$ cat config.mk
export PLATFORM = sky130hd
export DESIGN_NAME = counter_ctrl
export DESIGN_NICKNAME = d
export VERILOG_FILES = /design/src/rtl/counter_ctrl_pkg.sv /design/src/rtl/cmd_edge_detect.sv /design/src/rtl/counter_ctrl.sv
export SDC_FILE = /design/constraint.sdc
export NUM_CORES = 1
export LEC_CHECK = 0
export ABC_CLOCK_PERIOD_IN_PS = 1500
export CAP_MARGIN = 0
export CORE_UTILIZATION = 45
export CTS_CLUSTER_SIZE = 16
export DETAILED_ROUTE_END_ITERATION = 12
export GPL_ROUTABILITY_DRIVEN = 1
export PLACE_DENSITY = 0.76
export SYNTH_ARGS = -nofsm -noshare
export SYNTH_HDL_FRONTEND = slang
export SYNTH_SLANG_ARGS = --single-unit
$ cat constraint.sdc
create_clock -name clk -period 1.5 [get_ports clk]
set_input_delay 0.3 -clock clk [delete_from_list [all_inputs] [get_ports clk]]
set_output_delay 0.3 -clock clk [all_outputs]
set_load 0.01 [all_outputs]
$ cat src/rtl/counter_ctrl_pkg.sv
// Shared types for the counter controller: FSM state encodings, command codes
// and the {inc,set} command decode helper.
package counter_ctrl_pkg;

  typedef enum logic [2:0] {
    IDLE = 3'd0,
    UP   = 3'd1,
    SETM = 3'd2,
    STEP = 3'd3,
    DOWN = 3'd4
  } state_t;

  // Command codes are the raw {inc,set} pair.
  typedef enum logic [1:0] {
    C_NONE = 2'b00,
    C_SET  = 2'b01,
    C_INC  = 2'b10,
    C_BOTH = 2'b11
  } cmd_t;

  function automatic cmd_t decode_cmd(input logic inc, input logic set);
    return cmd_t'({inc, set});
  endfunction

endpackage

$ cat src/rtl/cmd_edge_detect.sv
// Edge qualifier for the {inc,set} command: a command is passed through only
// in the cycle it first differs from the previous sample and is non-zero.
module cmd_edge_detect
  import counter_ctrl_pkg::*;
(
  input  logic clk,
  input  logic clr,
  input  cmd_t i_cmd,
  output cmd_t o_cmd
);

  cmd_t r_prev;

  // NOTE: sequential state uses non-blocking assignments so every register
  // samples pre-edge values, independent of block ordering.
  always_ff @(posedge clk or posedge clr) begin
    if (clr) r_prev <= C_NONE;
    else     r_prev <= i_cmd;
  end

  assign o_cmd = ((i_cmd != r_prev) && (i_cmd != C_NONE)) ? i_cmd : C_NONE;

endmodule

$ cat src/rtl/counter_ctrl.sv
// Up/down counter controller: 5-state mode FSM driving a bounded WIDTH-bit counter.
// Define COUNTER_CTRL_EDGE_EN to edge-qualify the {inc,set} commands.
module counter_ctrl
  import counter_ctrl_pkg::*;
#(
  parameter int          WIDTH     = 8,
  parameter int unsigned MAX_COUNT = (1 << WIDTH) - 1,
  parameter bit          WRAP      = 1'b1
) (
  input  logic             clk,
  input  logic             clr,
  input  logic             inc,
  input  logic             set,
  input  logic             load,
  input  logic [WIDTH-1:0] load_val,
  output logic             up,
  output logic             enable,
  output logic [2:0]       state,
  output logic [WIDTH-1:0] count,
  output logic             tc
);

  localparam logic [WIDTH-1:0] MAX_C = WIDTH'(MAX_COUNT);

  state_t           r_state;
  state_t           w_state_next;
  logic [WIDTH-1:0] r_count;
  logic [WIDTH-1:0] w_count_next;
  cmd_t             w_raw_cmd;
  cmd_t             w_cmd;

  assign w_raw_cmd = decode_cmd(inc, set);

`ifdef COUNTER_CTRL_EDGE_EN
  cmd_edge_detect u_edge (
    .clk   (clk),
    .clr   (clr),
    .i_cmd (w_raw_cmd),
    .o_cmd (w_cmd)
  );
`else
  assign w_cmd = w_raw_cmd;
`endif

  always_ff @(posedge clk or posedge clr) begin
    if (clr) begin
      r_state <= IDLE;
      r_count <= '0;
    end else begin
      r_state <= w_state_next;
      r_count <= w_count_next;
    end
  end

  // NOTE: defaults assigned first so no path through the case leaves a
  // signal unassigned, which would otherwise infer a latch.
  always_comb begin
    w_state_next = r_state;
    case (r_state)
      IDLE: if (w_cmd == C_INC) w_state_next = UP;
      UP:   if (w_cmd == C_SET) w_state_next = SETM;
      SETM: begin
        case (w_cmd)
          C_INC:   w_state_next = STEP;
          C_SET:   w_state_next = UP;
          C_BOTH:  w_state_next = DOWN;
          default: w_state_next = SETM;
        endcase
      end
      STEP: w_state_next = SETM;
      DOWN: begin
        case (w_cmd)
          C_SET:   w_state_next = SETM;
          C_BOTH:  w_state_next = IDLE;
          default: w_state_next = DOWN;
        endcase
      end
      default: w_state_next = IDLE;
    endcase
  end

  // Moore outputs decoded from the registered state only.
  assign enable = (r_state == UP) || (r_state == STEP) || (r_state == DOWN);
  assign up     = (r_state == UP) || (r_state == STEP);
  assign state  = r_state;
  assign count  = r_count;

  always_comb begin
    w_count_next = r_count;
    if (load) begin
      w_count_next = (load_val > MAX_C) ? MAX_C : load_val;
    end else if (enable && up) begin
      if (r_count >= MAX_C) w_count_next = WRAP ? '0 : MAX_C;
      else                  w_count_next = r_count + WIDTH'(1);
    end else if (enable) begin
      if (r_count == '0)    w_count_next = WRAP ? MAX_C : '0;
      else                  w_count_next = r_count - WIDTH'(1);
    end
  end

  assign tc = enable && ((up && (r_count == MAX_C)) || (!up && (r_count == '0)));

endmodule
==> flow_metrics.tcl <==
set metrics [dict create \
    drt_pre_antenna_iters 4 \
    cap_viol_max_count 0 \
    drive_gt1_frac 0.457 \
    postSynthAreaPerCell_um2 8.41 \
    synth_compound_area_frac 0.251 \
    clock_latency_ns 0.28 \
    tritoncts "built" \
    gr-usage-all-layers 0.307 \
    avgViaCountPerCell 6.01 \
    fin_setup_tns_ns -1.34 \
    area_delta_synth_final_pct 64.9 \
    synthMuxAreaShare 0.0211 \
    hold_viol_final 0 \
    slew_viol_final 0 \
    worst_ir_drop_vdd_mv 1.41 \
    hold_ws_ns 0.338 \
    gp_routability_congestion 0.874 \
    syn_inst 141 \
    grt_start_max_net_pins 13 \
    synth.area.top_cells "dfrtp_1 23%, ha_1 8.4%, nand2_1 3.5%" \
    yosysTopAreaCell "dfrtp_1" \
    outcome "complete, but fails checks" \
    cp.required_ns 1.20 \
    crit_path_max_fanout 2 \
    synth_top_flop_cell "dfrtp_1" \
    synth-seq-cells 11 \
    ys_async_sr_fraction 1.00 \
    worstHoldPathType "in2async" \
    seq_area_frac_synth 0.232 \
    totalPowerFinal_mw 3.26 \
    crit_end "tc" \
    dp_cells 221 \
    num_vias 1431 \
    finalSetupViolCount 9 \
    initial_core_util 0.479 \
    path_cells "inv_2 > ha_4 > nor3b_4 > nand3_2 > nand2_2 > buf_6" \
    fin_crit_sh 1.18 \
    synthAdderAreaFrac 0.0844 \
    die_h_um 53.3 \
    dp_slack_ns -0.432 \
    syn_nets 162 \
    power_density_nw_per_um2 1670 \
    dieArea_um2 2850 \
    r2r_slack_ns -0.24 \
    synth_top_family_by_area "simple AND/OR/NAND/NOR gates" \
    synth_edf_count 0 \
    finalWirelength_um 4010 \
    slowest_delay_ns 0.42 \
    yosysUniqueCellTypes 53 \
    slew_headroom 0.668 \
    drc 0 \
    critPathLaunchType "flop" \
    cts-root-buf "clkbuf_4" \
    ant_nets 0 \
    worstRegToRegCells 6 \
    fmax_ghz 0.564 \
    ys_warn_count 0 \
    ioPinCount 27 \
    layout.cells.non_filler 238 \
    cts_buffers 3 \
    antennaDiodeCount 0 \
    crit_path_top_delay_cell "dfrtp_2" \
    finClkSkew_ns 0.00265 \
    syn-cell-area_um2 1190 \
    rsz0062_at_grt "true" \
    grt-ovfl-total 0 \
    drt-initial-drc-count 48 \
    tightest_slew_ns 0.497 \
    rr_endpoint "count[2]" \
    violations "negative setup slack" \
    final_common_cell "buf_4" \
    first_global_vias 1339 \
    htree_levels 1 \
    antenna_found_initial 0 \
    cts.clk_slew.worst_paths_ns 0.08 \
    finalCriticalPeriod_ns 1.77 \
    portBuffers 26 \
    grt_first_pass_wirelength_um 6130 \
    die_w_um 53.3 \
    worst_slack_ns -0.272 \
    worstSetupPathType "reg2out" \
    worstSetupStartpoint "count[1]" \
    fp-row-count 18 \
    cts.sinks 11 \
    r2r-start "count[0]" \
    layout.nets 230 \
    holdBufCountCts 0 \
    synth_simple_gate_area_frac 0.290 \
    synth-xor-area-share 0.0148 \
    final_cell_mix "40 x buf_4, 13 x buf_6" \
    cp_data_arrival_time_ns 1.47 \
    place_hpwl_um 2600 \
    cp-end-kind "primary output" \
    leakage_nw 0.845 \
    ctsLongestPathBuffers 2 \
    wl_per_cell_um 16.9 \
    yosys.area.top_type_share 0.232 \
    core-area_um2 2480 \
]
-- worst min-delay path by stage --
stage | endpoint | slack, ns | cells past startpoint
final | count[7] | 0.34 | 2
after detailed placement | state[0] | 0.59 | 2
after global routing | count[7] | 0.39 | 2
after global placement | state[0] | 0.61 | 2
after floorplan | count[2] | 0.15 | 1
after CTS | state[0] | 0.35 | 2
-- critical path: cells and delay by family (launching register included) --
kind / cells / cell delay [ns]
simple gates: 3 / 0.47
flops: 1 / 0.42
buf+inv: 2 / 0.18
fa+ha+maj: 1 / 0.12
-- layer usage --
layer  global-route usage  wire length [µm]  vias to the layer above
met5                    0                 0                        -
met4                0.140                67                        0
met3               0.0460               260                        9
met2                0.479              1970                       57
met1                0.407              1720                      696
li1                     -                 -                      669
-- cells in the mapped netlist, drive strengths merged, types with 3 or more instances --
library cell  number
nand3              5
inv                9
a21oi              7
nand2b             4
clkbuf             4
o21ai              4
dfrtp             11
a31oi              4
nand4              6
nor2              11
ha                 8
buf                9
nand2             11
o211ai             4
nor3b              3
-- kinds of logic after synthesis --
kind of cell / after synthesis
AOI/OAI and AO/OA: 40
xor gates and xnor gates: 2
adders and majority gates: 8
buffers and inverters: 22
DFF: 11
muxes: 2
and+or+nand+nor: 56
-- stage by stage --
stage / utilization / instance area [µm²]
2_1_floorplan: - / 1230
6_report: 0.789 / 1960
3_5_place_dp: 0.684 / 1700
5_1_grt: 0.789 / 1960
3_3_place_gp: 0.684 / 1700
4_1_cts: 0.740 / 1830
-- sequential cells by signal, indices dropped and copies added (netlist names) --
| signal | count |
|---|---|
| state | 3 |
| count | 8 |
-- report_power, final --
group          internal, mW  switching, mW  leakage [nW]
Combinational          1.28           1.19         0.705
Clock                 0.103          0.118        0.0150
Sequential            0.418          0.152         0.125
Total                  1.80           1.46         0.845
-- what timing repair did --
action	CTS	global route
resized for setup	46	24
pin swaps	7	7
buffers inserted	7	6
endpoints found under the setup margin	22	15
-- area by class of cell --
type,instances,area [µm²]
inverters,9,38.8
clock buffers,4,26.3
well taps,30,37.5
fillers,169,522
flip-flops and latches,11,284
multi-input cells,108,915
repair buffers,76,654
Power figures use the tool's default switching activity.
